[config.mk]
export PLATFORM = sky130hd
export DESIGN_NAME = scan_mux
export DESIGN_NICKNAME = d
export VERILOG_FILES = /design/src/rtl/scan_mux.sv
export SDC_FILE = /design/constraint.sdc
export NUM_CORES = 1
export LEC_CHECK = 0
export CAP_MARGIN = 20
export CORE_ASPECT_RATIO = 2
export CORE_MARGIN = 3
export CORE_UTILIZATION = 35
export DETAILED_ROUTE_END_ITERATION = 6
export HOLD_SLACK_MARGIN = 0.12
export PLACE_DENSITY = 0.67
export SETUP_SLACK_MARGIN = 0.02
export SLEW_MARGIN = 25
export SYNTH_ARGS = -nofsm -noshare
export SYNTH_HDL_FRONTEND = slang
export SYNTH_SLANG_ARGS = --single-unit
[constraint.sdc]
create_clock -name clk -period 1.9 [get_ports clk]
set_clock_uncertainty 0.05 [all_clocks]
set_input_delay 0.38 -clock clk [delete_from_list [all_inputs] [get_ports clk]]
set_output_delay 0.38 -clock clk [all_outputs]
set_load 0.005 [all_outputs]
[src/rtl/scan_mux.sv]
// N-channel registered mux with manual select or an enable-masked channel scan,
// presenting one sample at a time on a valid/ready output.
module scan_mux #(
    parameter int WIDTH = 8,
    parameter int CH    = 8,
    parameter int SW    = 3,
    parameter int DWELL = 2
) (
    input  logic                  clk,
    input  logic                  rst_n,
    input  logic [CH*WIDTH-1:0]   din,
    input  logic                  mode,
    input  logic [SW-1:0]         sel_in,
    input  logic [CH-1:0]         ch_en,
    input  logic                  cont,
    input  logic                  start,
    input  logic                  y_ready,
    output logic [WIDTH-1:0]      y,
    output logic [SW-1:0]         y_ch,
    output logic                  y_valid,
    output logic                  busy,
    output logic                  done
);

    localparam int CW = (DWELL > 1) ? $clog2(DWELL) : 1;
    localparam logic [CW-1:0] CNT_INIT = CW'(DWELL - 1);

    typedef enum logic [1:0] {ST_IDLE, ST_WAIT, ST_EMIT} state_e;

    state_e           state_q, state_d;
    logic [CH-1:0]    en_q, en_d;
    logic [SW-1:0]    ptr_q, ptr_d;
    logic [CW-1:0]    cnt_q, cnt_d;
    logic [WIDTH-1:0] y_q, y_d;
    logic [SW-1:0]    y_ch_q, y_ch_d;
    logic             y_valid_q, y_valid_d;
    logic             busy_q, busy_d;
    logic             done_q, done_d;

    logic [WIDTH-1:0] din_a [CH];
    logic             free, hs, sel_ok, nxt_found;
    logic [SW-1:0]    nxt_ptr;

    for (genvar g = 0; g < CH; g++) begin : g_din
        assign din_a[g] = din[g*WIDTH +: WIDTH];
    end

    function automatic logic [SW-1:0] lowest(input logic [CH-1:0] m);
        lowest = '0;
        for (int i = CH - 1; i >= 0; i--)
            if (m[i]) lowest = SW'(i);
    endfunction

    assign free   = !y_valid_q || y_ready;
    assign hs     = y_valid_q && y_ready;
    assign sel_ok = (int'(sel_in) < CH) && ch_en[sel_in];

    // Next enabled channel strictly above the current pointer in the latched mask.
    always_comb begin
        nxt_found = 1'b0;
        nxt_ptr   = '0;
        for (int i = CH - 1; i >= 0; i--) begin
            if (en_q[i] && (i > int'(ptr_q))) begin
                nxt_found = 1'b1;
                nxt_ptr   = SW'(i);
            end
        end
    end

    always_comb begin
        state_d   = state_q;
        en_d      = en_q;
        ptr_d     = ptr_q;
        cnt_d     = cnt_q;
        y_d       = y_q;
        y_ch_d    = y_ch_q;
        y_valid_d = y_valid_q;
        busy_d    = busy_q;
        done_d    = 1'b0;
        case (state_q)
            ST_IDLE: begin
                busy_d = 1'b0;
                if (start && mode && |ch_en) begin
                    en_d      = ch_en;
                    ptr_d     = lowest(ch_en);
                    cnt_d     = CNT_INIT;
                    busy_d    = 1'b1;
                    y_valid_d = 1'b0;
                    state_d   = ST_WAIT;
                end else if (!mode && free) begin
                    if (sel_ok) begin
                        y_d       = din_a[sel_in];
                        y_ch_d    = sel_in;
                        y_valid_d = 1'b1;
                    end else begin
                        y_valid_d = 1'b0;
                    end
                end
            end
            ST_WAIT: begin
                if (cnt_q != '0) begin
                    cnt_d = cnt_q - 1'b1;
                end else begin
                    y_d       = din_a[ptr_q];
                    y_ch_d    = ptr_q;
                    y_valid_d = 1'b1;
                    state_d   = ST_EMIT;
                end
            end
            ST_EMIT: begin
                if (hs) begin
                    y_valid_d = 1'b0;
                    if (nxt_found) begin
                        ptr_d   = nxt_ptr;
                        cnt_d   = CNT_INIT;
                        state_d = ST_WAIT;
                    end else if (cont) begin
                        ptr_d   = lowest(en_q);
                        cnt_d   = CNT_INIT;
                        state_d = ST_WAIT;
                    end else begin
                        done_d  = 1'b1;
                        busy_d  = 1'b0;
                        state_d = ST_IDLE;
                    end
                end
            end
            default: state_d = ST_IDLE;
        endcase
    end

    always_ff @(posedge clk or negedge rst_n) begin
        if (!rst_n) begin
            state_q   <= ST_IDLE;
            en_q      <= '0;
            ptr_q     <= '0;
            cnt_q     <= '0;
            y_q       <= '0;
            y_ch_q    <= '0;
            y_valid_q <= 1'b0;
            busy_q    <= 1'b0;
            done_q    <= 1'b0;
        end else begin
            state_q   <= state_d;
            en_q      <= en_d;
            ptr_q     <= ptr_d;
            cnt_q     <= cnt_d;
            y_q       <= y_d;
            y_ch_q    <= y_ch_d;
            y_valid_q <= y_valid_d;
            busy_q    <= busy_d;
            done_q    <= done_d;
        end
    end

    assign y       = y_q;
    assign y_ch    = y_ch_q;
    assign y_valid = y_valid_q;
    assign busy    = busy_q;
    assign done    = done_q;

endmodule

# --- After elaboration in Yosys (flattened, before gate mapping) ---
# Cells that the tools add are included.
totals:
  register_bits: 28
  out_inout_bits: 14
  wordCells: 140
op_classes:
  bitwise: 2
  reduce_logical: 26
  order_cmp: 10
  muxes: 80
  n_addsub: 1
  eq_ne: 12
op_table:
  columns: ["cell", "count"]
  rows:
  - ["2-to-1 mux 3 bit", 31]
  - ["2-to-1 mux 8 bit", 8]
  - ["binary-select mux 8 bit (select 3 bit)", 2]
  - ["2-to-1 mux 1 bit", 28]
  - ["!= test 2 bit, second input constant", 8]
  - ["one-hot mux 8 bit (2 select lines)", 1]
  - ["AND reduction 4 bit", 4]
  - ["greater-than comparator 3 bit, first input constant", 4]
  - ["one-hot mux 3 bit (2 select lines)", 2]
  - ["logical AND 1 bit", 11]
  - ["greater-or-equal comparator 4 bit, second input constant", 2]
  - ["NOT 3 -> 4 bit", 2]
  - ["OR reduction 8 bit", 1]
  - ["greater-than comparator 2 x 3 -> 1 bit, first input constant", 2]
  - ["2-to-1 mux 2 bit", 3]
  - ["!= test 3 bit, second input constant", 2]
  - ["one-hot mux 1 bit (3 select lines)", 2]
  - ["one-hot mux 2 bit (3 select lines)", 1]
  - ["AND reduction 5 bit", 1]
  - ["less-than comparator 3 x 4 -> 1 bit, second input constant", 1]
  - ["nonzero test 2 bit", 2]
  - ["binary-select mux 1 bit (select 3 bit)", 1]
  - ["greater-than comparator 1 x 3 -> 1 bit, first input constant", 1]
  - ["AND reduction 3 bit", 1]
  - ["9 further kinds", 10]

# --- Longest topological paths before layout ---
# Gate-level depths: netlist (run 1).
depth:
  word_depth: 12
  depth_mapped: 8

# --- Least setup slack after synthesis (run 1) ---
# No wires, ideal clock.
synth_path:
  path_type: "input to register"
  start: "input sel_in[0]"
  end: "register y_q[7], in the netlist y[7]"
  required_ns: 1.731
  slack_ns: 0.027
  arrival_ns: 1.704
  n_path_buf: 2
  stages: 7
  path_cell_list: "buf_6 buf_2 mux4_2 mux2i_1 nor2_1 a21oi_1 o21ai_2"
synth_between:
  elab_chain_len: 8
synth_rtl:
  columns: ["item", "line", "source"]
  rows:
  - ["start, declared", "13", "input logic [SW-1:0] sel_in,"]
  - ["NOT 3 -> 4 bit (not written as such)", "92", "y_d = din_a[sel_in];"]
  - ["binary-select mux 8 bit (select 3 bit)", "92", null]
  - ["2-to-1 mux 8 bit (not written as such) (2 in series)", "92", null]
  - ["2-to-1 mux 8 bit", "91", "if (sel_ok) begin"]
  - ["2-to-1 mux 8 bit", "90", "end else if (!mode && free) begin"]
  - ["2-to-1 mux 8 bit", "83", "if (start && mode && |ch_en) begin"]
  - ["one-hot mux 8 bit (2 select lines)", "80", "case (state_q)"]
  - ["end signal, assigned", "148", "y_q <= y_d;"]
  - ["end, declared", "34", "logic [WIDTH-1:0] y_q, y_d;"]
# Several ways; a longest one is shown, not always the timed one. The select of a mux whose other input is x is not followed.
# A chain may end at the register's enable or synchronous reset.

# --- Worst setup path in the final report (run 1) ---
layout_path:
  start: "input ch_en[7]"
  end: "register y_q[2], in the netlist y[2]"
layout_between:
  elab_chain_len: 4
layout_rtl:
  columns: ["item", "line", "source"]
  rows:
  - ["start, declared", "14", "input logic [CH-1:0] ch_en,"]
  - ["binary-select mux 1 bit (select 3 bit) or OR reduction 8 bit (tied branches)", "56, 83", null]
  - ["2-to-1 mux 1 bit (not written as such) or logical AND 1 bit (tied branches)", "56, 83", null]
  - ["!= test 2 bit (no source line)", null, null]
  - ["AND reduction 5 bit (no source line) (*)", null, null]
# Mark *: on every way between the ends. The rest lies on a longest branch, timed or not. The select of a mux whose other input is x is not followed.

==> reports/results.ini, run 1 <==
[logic_synthesis]
yosysTopAreaCell = mux4_2
synthFlopType = dfrtp_1
syn_inst = 256
yosys_warnings = 0
ys_ff_latch = 28
synthArstFlopShare = 1.00
synthTopCellsByArea = mux4_2 (26%), dfrtp_1 (25%), mux2i_1 (4.3%), mux2_1 (3.6%), mux2_2 (3.6%)
syn-num-nets = 341
synth_edf_count = 0
ys_types = 46
yosys.area.top_type_share = 0.257
yosysSeqAreaShare = 0.250
syn_avg_cell_area_um2 = 11.0
syn-cell-area_mm2 = 0.00281

[route]
dr.pass1.iters = 4
routed_wl_um = 8900
drtIter0Drc = 113
ant_nets = 0
post_drt_wl_per_cell_um = 18.9
viasPerCell = 5.59
drc = 0
vias = 2631

[clock_network]
cts_tree = yes
clockBufferDepth = 2
htreeDepth = 1
cts.reportedPaths.clkPinSlew_ns = 0.07
clk_latency_ns = 0.27
root_buffer = clkbuf_16
cts.sinks = 28
cts_buffers = 3

[worst_setup_path]
rrSetupSlack_ns = 0.08
cp_cell_sequence = dlygate4sd2_1 -> mux4_2 -> mux2i_4 -> o31ai_4 -> o211ai_4 -> buf_12 -> nand2_2 -> o21ai_2
cp.required_ns = 2.05
r2r_end = y[5]$_DFFE_PN0P_
reg2regPathDepth = 5
cp-end-kind = flip-flop
cp_slowest_stage_delay_ns = 0.56
critPathKind = input port to flip-flop
crit_family = multiplexers
slowest_stage = mux4_2
reg2reg_from = ptr_q[0]$_DFFE_PN0P_
arrival_ns = 2.00
critPathBufInv = 2
cp_max_fo = 7
cp-start-kind = input port

[die]
num_rows = 45
die_w_um = 69.3
die_area_mm2 = 0.00919
die_h_um = 133
io-pin-count = 95
fp.coreArea_mm2 = 0.00771
initial_utilization = 0.364

[global_route]
grt_max_degree = 29
grt_pass1_wl_um = 14700
grt_pass1_vias = 2950
antenna_found_initial = 0
grt_usage = 0.200
grt_overflow = 0

[timing]
fin_crit_sh = 0.974
worst_pin_slew_ns = 0.395
hold_violations = 0
fmax_mhz = 541
whs_ns = 0.396
slew_headroom = 0.737
final-max-slew-violation-count = 0
setup_viol = 0
finalCriticalPeriod_ns = 1.85
grt_setup_unrepaired = true

[power_and_ir_drop]
vdd_ir_drop_max_v = 0.000327
p_per_area_mw_per_mm2 = 371
power.leakage_nw = 1.74

[finish]
fill_cells = 684
drive_above_1_share = 0.345
final_cells = 471
final_area_mm2 = 0.00431
final_cell_mix = clkdlybuf4s50_1 (83), buf_4 (33), mux4_2 (32)
synthToLayoutAreaGrowth_pct = 53.8
final_net_count = 463
antenna_cells = 0
final_common_cell = clkdlybuf4s50_1

[min_path]
min_to = en_q[4]$_DFFE_PN0P_
hold_start = ch_en[4]
whs_path_depth = 2
hp-class = input port to flip-flop

[placement]
dpl.hpwl_um = 6950
globalplace.congestion = 0.837
place_inst = 459
placed_area_mm2 = 0.00406
portBuffers = 94

[job]
maxCapViolations = 0

[outcome]
status = finished, final reports clean

## through the flow
step	utilization	setup TNS, ns	total power [mW]	setup WS [ns]
after floorplan	-	0	0.789	0.0272
after global placement	0.526	-10.52	1.04	-0.497
after detailed placement	0.526	-11.39	1.05	-0.539
after CTS	0.553	0	1.61	0.0299
after global routing	0.559	-0.00851	1.67	-0.00774
final	0.559	0	1.60	0.0501
## logic make-up (layout without fill, tap and decap cells)
family                   count (synthesis)  in the layout  share of synthesized area
adder cells (fa/ha/maj)                  4              4                     0.0178
flip-flops                              28             28                      0.250
AO/OA/AOI/OAI                           60             60                      0.149
multiplexers                            65             65                      0.399
buffers and inverters                   26            147                     0.0517
AND/OR/NAND/NOR                         73             73                      0.133
## state kept, by name (all words and copies together), names as in the netlist
| signal | flops |
|---|---|
| cnt_q | 1 |
| y_valid | 1 |
| done | 1 |
| state_q | 2 |
| busy | 1 |
| y | 8 |
| en_q | 8 |
| ptr_q | 3 |
| y_ch | 3 |
## repair_timing
action,in CTS,in global routing
gates cloned,2,0
setup buffers,5,1
setup endpoints to repair,23,24
pin swaps,3,4
hold buffers,0,0
gates resized for setup,21,18
## Yosys cell counts, types with 2 or more instances
cell type,instances
o211ai_1,2
or3_1,2
inv_1,7
a21oi_1,16
dfrtp_1,28
mux4_2,32
nand2_2,11
a31oi_1,3
nand2b_1,5
mux2i_1,12
o22ai_1,3
ha_1,4
nor2_1,22
mux2_2,9
o21ai_2,11
buf_2,5
nor2b_1,7
o21ai_1,4
o2111ai_1,2
buf_6,5
nand2_1,17
o31ai_1,2
mux2_1,9
clkbuf_1,6
and2_1,2
o21ai_0,5
mux4_1,2
o21bai_1,2
nor3_1,3
buf_1,2
## metal layers
metal  part of all wire  track usage  up-vias
met5                  0            0        -
met4              0.045        0.107        0
met3              0.035       0.0221       26
met2               0.59        0.403       86
met1               0.33        0.187     1288
li1                   -            -     1231
## final cells by class
type / count / area [µm²] / share of cell area
well taps: 94 / 118 / 0.0273
multi-input cells: 202 / 2030 / 0.470
flip-flops and latches: 28 / 704 / 0.163
clock buffers: 4 / 88.8 / 0.0206
repair buffers: 136 / 1350 / 0.313
inverters: 7 / 26.3 / 0.00609
## report_power, final
| group | total, mW | leakage (nW) | switching [mW] | internal (mW) |
|---|---|---|---|---|
| logic | 0.463 | 1.32 | 0.166 | 0.297 |
| clock network | 0.542 | 0.0442 | 0.218 | 0.324 |
| registers | 0.595 | 0.371 | 0 | 0.595 |
## how the worst max path moves through the flow
| stage | start | to | slack (ns) | cells past startpoint |
|---|---|---|---|---|
| floorplan | sel_in[0] | y[7]$_DFFE_PN0P_ | 0.03 | 7 |
| global placement | sel_in[0] | y[4]$_DFFE_PN0P_ | -0.50 | 9 |
| detailed placement | sel_in[0] | y[4]$_DFFE_PN0P_ | -0.54 | 9 |
| CTS | ptr_q[0]$_DFFE_PN0P_ | y[7]$_DFFE_PN0P_ | 0.03 | 5 |
| global route | ch_en[5] | ptr_q[2]$_DFFE_PN0P_ | -0.008 | 7 |
| finish | ch_en[7] | y[2]$_DFFE_PN0P_ | 0.05 | 8 |
Power figures use the tool's default switching activity.
==> inputs of run 2 (changes only) <==
- CORE_MARGIN: 3 -> unset
- REMOVE_ABC_BUFFERS: unset -> 1
==> run 2 against run 1 <==
Total power grew 4.8%. Utilization down 0.29 points. Critical endpoint is now ptr_q[2]$_DFFE_PN0P_. Fmax grew 1.1%.
==> reports/results.ini, run 2 (synthesized netlist as in run 1, its figures left out) <==
[timing]
finalCriticalPeriod_ns = 1.83
tns_ns = 0
grt_setup_unrepaired = true
fin_crit_sh = 0.963
worst_pin_slew_ns = 0.390
slew_headroom = 0.738
fmax_mhz = 547
whs_ns = 0.382
hold_violations = 0
final-max-slew-violation-count = 0
setup_viol = 0

[clock_network]
clk_latency_ns = 0.27
cts_buffers = 3
htreeDepth = 1
clockBufferDepth = 2
cts.reportedPaths.clkPinSlew_ns = 0.07
root_buffer = clkbuf_16
cts.sinks = 28
cts_tree = yes

[power_and_ir_drop]
swShare = 0.225
vdd_ir_drop_max_v = 0.000298
clkPwrFrac = 0.379
p_seq_frac = 0.355
p_per_area_mw_per_mm2 = 394
power.leakage_nw = 1.74
power.net_switching_mw = 0.378
p_comb_frac = 0.266
internal_power_mw = 1.30

[finish]
final_cells = 471
drive_above_1_share = 0.348
final_common_cell = clkdlybuf4s50_1
final_net_count = 462
final_cell_mix = clkdlybuf4s50_1 (83), mux4_2 (32), buf_4 (30)
fill_cells = 725
final_area_mm2 = 0.00426
synthToLayoutAreaGrowth_pct = 51.9
final_core_util = 0.556

[global_route]
grt_overflow = 0
grt_pass1_wl_um = 14600
antenna_found_initial = 1
grt_max_degree = 29
grt_usage = 0.229
grt_pass1_vias = 3066

[outcome]
status = finished, final reports clean

[route]
routed_wl_um = 9020
ant_nets = 0
viasPerCell = 5.67
drtIter0Drc = 77
post_drt_wl_per_cell_um = 19.2
drc = 0
vias = 2669
dr.pass1.iters = 4

[worst_setup_path]
cp_max_fo = 3
rrSetupSlack_ns = 0.08
arrival_ns = 1.92
critPathKind = input port to flip-flop
cp.required_ns = 1.99
cp-end-kind = flip-flop
reg2reg_from = ptr_q[0]$_DFFE_PN0P_
cp-start-kind = input port
reg2regPathDepth = 5
r2r_end = y[5]$_DFFE_PN0P_

[die]
initial_utilization = 0.366
fp.coreArea_mm2 = 0.00766
io-pin-count = 95
num_rows = 45
die_h_um = 129
die_area_mm2 = 0.00840
die_w_um = 65.3

[job]
maxCapViolations = 0

[min_path]
min_to = en_q[0]$_DFFE_PN0P_
whs_path_depth = 2
hold_start = ch_en[0]
hp-class = input port to flip-flop

[placement]
globalplace.congestion = 0.925
dpl.hpwl_um = 7060
placed_area_mm2 = 0.00404
portBuffers = 94
place_inst = 459

## run 2: power by group through the flow
stage | Clock, mW | Combinational [mW] | Sequential (mW)
after floorplan | 0 | 0.158 | 0.607
after global placement | 0 | 0.429 | 0.607
after detailed placement | 0 | 0.440 | 0.607
after CTS | 0.647 | 0.447 | 0.595
after global routing | 0.679 | 0.475 | 0.595
final | 0.636 | 0.446 | 0.595
## run 2: per-layer routing
metal | GRT usage | part of all wire | vias to the layer above | wire (µm)
li1 | - | - | 1234 | -
met4 | 0.107 | 0.045 | 0 | 402
met5 | 0 | 0 | - | 0
met1 | 0.201 | 0.31 | 1327 | 2780
met3 | 0.0177 | 0.028 | 31 | 252
met2 | 0.484 | 0.62 | 77 | 5590
## run 2: final cells by class
type | count | area (µm²) | share of cell area
Multi-Input combinational cell | 202 | 2000 | 0.469
Timing Repair Buffer | 135 | 1310 | 0.307
Sequential cell | 28 | 706 | 0.166
Tap cell | 94 | 118 | 0.0276
Clock buffer | 3 | 75.1 | 0.0176
Clock inverter | 1 | 30.0 | 0.00705
Inverter | 7 | 26.3 | 0.00617
Antenna cell | 1 | 2.50 | 0.000587
## run 2: worst max path at each step
stage	from	end	slack (ns)	cells after the start
finish	mode	ptr_q[2]$_DFFE_PN0P_	0.07	7
global route	mode	ptr_q[2]$_DFFE_PN0P_	-0.001	7
CTS	sel_in[0]	y[5]$_DFFE_PN0P_	0.02	9
detailed placement	sel_in[0]	y[0]$_DFFE_PN0P_	-0.56	7
global placement	sel_in[0]	y[0]$_DFFE_PN0P_	-0.49	7
floorplan	ptr_q[0]$_DFFE_PN0P_	ptr_q[0]$_DFFE_PN0P_	-0.35	6
## run 2: stage by stage
step / power [mW] / setup WS (ns)
after floorplan: 0.765 / -0.346
after global placement: 1.04 / -0.495
after detailed placement: 1.05 / -0.565
after CTS: 1.69 / 0.0245
after global routing: 1.75 / -0.00142
final: 1.68 / 0.0709
## run 2: worst max-delay path, cell delays in order
cell	delay [ns]
clkdlybuf4s50_1	0.48
nand2_1	0.08
a31oi_2	0.18
nand2b_4	0.16
o211ai_1	0.07
o21bai_2	0.23
mux2_1	0.33
## run 2: what timing repair did
item                                    in CTS  in global routing
endpoints found under the setup margin      24                 15
pin swaps                                    2                  3
gates resized for setup                     40                 14
hold buffers                                 0                  0
setup buffers                                6                  1
cloned                                       3                  0
==> RTL change 1: new RTL, settings of run 2 <==
Change the parameter `DWELL` from 2 to 1.
--- a/src/rtl/scan_mux.sv
+++ b/src/rtl/scan_mux.sv
@@ -5,5 +5,5 @@
     parameter int CH    = 8,
     parameter int SW    = 3,
-    parameter int DWELL = 2
+    parameter int DWELL = 1
 ) (
     input  logic                  clk,
Check against the original RTL: not equivalent (a bounded check fails within 4 cycles, from zero or initial values and one cycle with rst_n low).
==> RTL change 1 against run 2 <==
The flow now finishes with violations (negative setup slack). First-iteration DRC count is 100% higher. Cell area grew 3.0%. Synthesized area fell by 3.7%. Sequential cell count decreased by 1. Routed wire length is 1.9% higher. Sequential share of layout area down 1.1 points. Setup slack worse by 71 ps. Critical path type is now register to register. Highest routed layer unchanged.
Power is not compared: it rests on default switching activity, and its combinational part moved more than twofold at a synthesized area within 25%.
==> RTL change 1: results (changes against run 2) <==
Status
  • Status: finished, violations left (was finished, final reports clean)
  • Failing checks: negative setup slack

Detailed routing
  • Met3 Routed Length: 353 microns (was 252 microns)
  • Iter 0 DRT Violations: 155 (was 77)
  • Per-cell routed wire length: 19.9 microns (was 19.2 microns)
  • Via Count: 2678 (was 2669)
  • Met1 Wirelength: 3050 microns (was 2780 microns)
  • DR top layer: met4 (unchanged)
  • DR WL met2: 5150 microns (was 5590 microns)

Global routing
  • Total Routing Usage GR: 0.231 (was 0.229)
  • Initial antenna violation count: 0 (was 1)
  • GR Util met3: 0.0199 (was 0.0177)
  • First-pass GRT wire length: 14100 microns (was 14600 microns)
  • GR Util met2: 0.434 (was 0.484)
  • Vias in the first global route: 2897 (was 3066)
  • Largest net degree at the start of global routing: 28 (was 29)
  • Met1 Usage GRT: 0.229 (was 0.201)

Logic synthesis
  • Mapped Cells: 240 (was 256)
  • Compound-Gate Fraction of Synth Area: 0.141 (was 0.149)
  • Commonest cells post-synth: dfrtp_1, a21oi_1, mux4_2, nor2_1 (was mux4_2, dfrtp_1, nor2_1, nand2_1, a21oi_1)
  • Seq/Total Area, Yosys: 0.250 (about the same)
  • Distinct cell type count after synthesis: 42 (was 46)
  • Post-Synth Adder-Cell Area: 0.0185 (was 0.0178)
  • Top cells by area, synth: dfrtp_1, mux4_2, mux4_1, mux2_2, a21oi_1 (was mux4_2, dfrtp_1, mux2i_1, mux2_1, mux2_2)
  • Mux contribution to synthesized area: 0.427 (was 0.399)

Finish
  • Final Instance Count excl. Fillers: 461 (was 471)
  • Final core occ: 0.582 (was 0.556)
  • Layout cells sized above 1: 0.379 (was 0.348)
  • Antenna Cells: 0 (was 1)
  • Nets: 453 (was 462)
  • Number of fill cells: 679 (was 725)

Worst setup path
  • Maximum fanout along the worst path: 4 (was 3)
  • Max incr delay on CP: 440 ps (was 480 ps)
  • Critical path's slowest cell: dfrtp_2 (was clkdlybuf4s50_1)
  • CP delay by family, top: compound AO/OA/AOI/OAI gates (was buffers and inverters)
  • Critical path data arrival time: 2060 ps (was 1920 ps)
  • Crit path launch: ptr_q[0]$_DFFE_PN0P_ (was mode)

Placement
  • Dpl hpwl: 6710 microns (was 7060 microns)
  • Pre-CTS WS: -664 ps (was -565 ps)
  • Port Buf Inserts: 94 (unchanged)
  • RePlAce Congestion: 0.842 (was 0.925)
  • Area after DPL: 3950 sq um (was 4040 sq um)

Power and ir drop
  • Max VDD drop: roughly 600 uV
  • Power of the clock network: between 0.4 and 0.5 mW
  • Leakage: 1.76 nW

Min path
  • HP Start: ch_en[5] (was ch_en[0])

Timing
  • Final setup TNS: -0.0688 ps (was 0 ps)
  • Final worst slack: -0.0688 ps (was 70.9 ps)
  • Final setup fails: 1 (was 0)
  • Worst Tran Pin Value: 390 ps (about the same)
RTL change 1: what timing repair did:
action | 4_1_cts | 5_1_grt
resized for setup | 31 | 56
cloned | 3 | 0
pin swaps | 8 | 15
setup endpoints to repair | 22 | 12
buffers inserted | 3 | 3
RTL change 1: worst paths after layout:
check | slack [ps] | depth (start not counted) | end
setup / recovery | -0.07 | 7 | ptr_q[1]$_DFFE_PN0P_
hold / removal | 380 | 2 | en_q[5]$_DFFE_PN0P_
setup reg to reg | -0.07 | 7 | ptr_q[1]$_DFFE_PN0P_
hold reg to reg | 460 | 1 | y[2]$_DFFE_PN0P_
max in group asynchronous | 1040 | 2 | ptr_q[0]$_DFFE_PN0P_
min in group asynchronous | 440 | 2 | done$_DFF_PN0_
RTL change 1: cell type report:
type                       instances  area (sq um)  area share
clock buffer                       3          75.1      0.0171
clock inverter                     1          5.00     0.00114
inverter                          10          37.5     0.00855
multi-input combinational        185          2060       0.470
sequential                        27           677       0.154
tap                               94           118      0.0268
timing repair buffer             141          1410       0.322
==> RTL change 2: new RTL, config.mk and constraints of run 2 <==
Made on the original files. Reset style: synchronous (`rst_n`), changed in one clocked block.
--- a/src/rtl/scan_mux.sv
+++ b/src/rtl/scan_mux.sv
@@ -130,5 +130,5 @@
     end
 
-    always_ff @(posedge clk or negedge rst_n) begin
+    always_ff @(posedge clk) begin
         if (!rst_n) begin
             state_q   <= ST_IDLE;
Check against the original RTL: differs if rst_n is asserted again (counterexample within 4 cycles, from zero or initial values and one cycle with rst_n low); with rst_n held inactive, the same outputs for 10 cycles.
==> RTL change 2 against run 2 <==
Setup slack worse by 12 ps. Sequential cell count unchanged. Synthesized area decreased by 5.3%. Routed wire length increased by 5.2%. First-iteration DRC count up 1.3%. Highest routed layer unchanged. Sequential share of layout area fell by 3.8 points. Critical path type unchanged. Global-route usage increased by 1.4 points. Final cell count is 7.9% higher. Synthesized cell count increased by 5.5%. Cell area up 3.5%. Non-clock buffer count grew 28.
Power is not compared: it rests on default switching activity, and its combinational part moved more than twofold at a synthesized area within 25%.
==> RTL change 2: results (changes against run 2) <==
Finish
  • Clk tree area frac: 0.0201 (was 0.0247)
  • Nets: 501 (was 462)
  • Buffering overhead: 0.348 (was 0.307)
  • Multi-input combinational area share: 0.469 (about the same)
  • Layout cells sized above 1: 0.357 (was 0.348)
  • Signal buffers: 163 (was 135)

Timing
  • Worst Tran Pin Value: 461 ps (was 390 ps)

Global routing
  • Total Routing Usage GR: 0.243 (was 0.229)
  • Largest net degree at the start of global routing: 18 (was 29)
  • First-pass GRT wire length: 14700 microns (was 14600 microns)
  • Vias in the first global route: 3051 (was 3066)
  • GR Util met2: 0.485 (was 0.484)

Clock tree
  • Post-CTS sizing: 47 (was 40)
  • Post-CTS Repair Setup Buffers: 7 (was 6)

Worst setup path
  • Capturing point of the worst reg2reg path: ptr_q[0]$_SDFFE_PN0P_ (was y[5]$_DFFE_PN0P_)
  • Reg2reg path depth: 7 (was 5)
  • Maximum fanout along the worst path: 6 (was 3)
  • Crit path launch: ch_en[7] (was mode)

Detailed routing
  • DR WL met2: 5570 microns (was 5590 microns)
  • Vias per inst: 5.59 (was 5.67)
  • Iter 0 DRT Violations: 78 (was 77)
  • Met3 Routed Length: 236 microns (was 252 microns)
  • Met1 Wirelength: 3070 microns (was 2780 microns)

Min path
  • Hold EP: y[1]$_SDFFE_PN0P_ (was en_q[0]$_DFFE_PN0P_)
  • Hold/Removal Path Class: register to register (was input pin to register)

Logic synthesis
  • Commonest cells post-synth: mux4_2, dfxtp_1, nand2_1, mux2i_1, nor2_1 (was mux4_2, dfrtp_1, nor2_1, nand2_1, a21oi_1)
  • Distinct cell type count after synthesis: 49 (was 46)
  • Seq/Total Area, Yosys: 0.211 (was 0.250)
  • Post-synth top flop: dfxtp_1 (was dfrtp_1)

Placement
  • Pre-CTS WS: -684 ps (was -565 ps)
  • Dpl hpwl: 7570 microns (was 7060 microns)
  • Area after DPL: 4060 sq um (was 4040 sq um)

Status
  • Status: finished, final reports clean (unchanged)
-- RTL change 2: cell count changes in the layout (fill, tap and decap cells not counted), moves of 4 or more --
cell / run 2 / this run
a211oi_1: 0 / 8
dfxtp_1: 0 / 25
a211o_1: 0 / 8
mux2_1: 9 / 0
clkbuf_2: 1 / 5
dfrtp_2: 4 / 0
mux2_2: 9 / 3
a21boi_1: 0 / 7
nor2b_1: 7 / 12
dfrtp_1: 24 / 0
buf_4: 30 / 56
mux2i_1: 12 / 19
nand2_2: 11 / 3
o21ai_2: 11 / 3
-- RTL change 2: cells by family (layout without fill, tap and decap cells) --
| logic type | after synthesis | count (layout) | share of synthesized area |
|---|---|---|---|
| other | 0 | 1 | 0 |
| buffers and inverters | 32 | 177 | 0.0523 |
| and+or+nand+nor | 72 | 72 | 0.132 |
| muxes | 57 | 57 | 0.376 |
| AOI/OAI and AO/OA | 77 | 77 | 0.210 |
| DFF | 28 | 28 | 0.211 |
| adders and majority gates | 4 | 4 | 0.0188 |
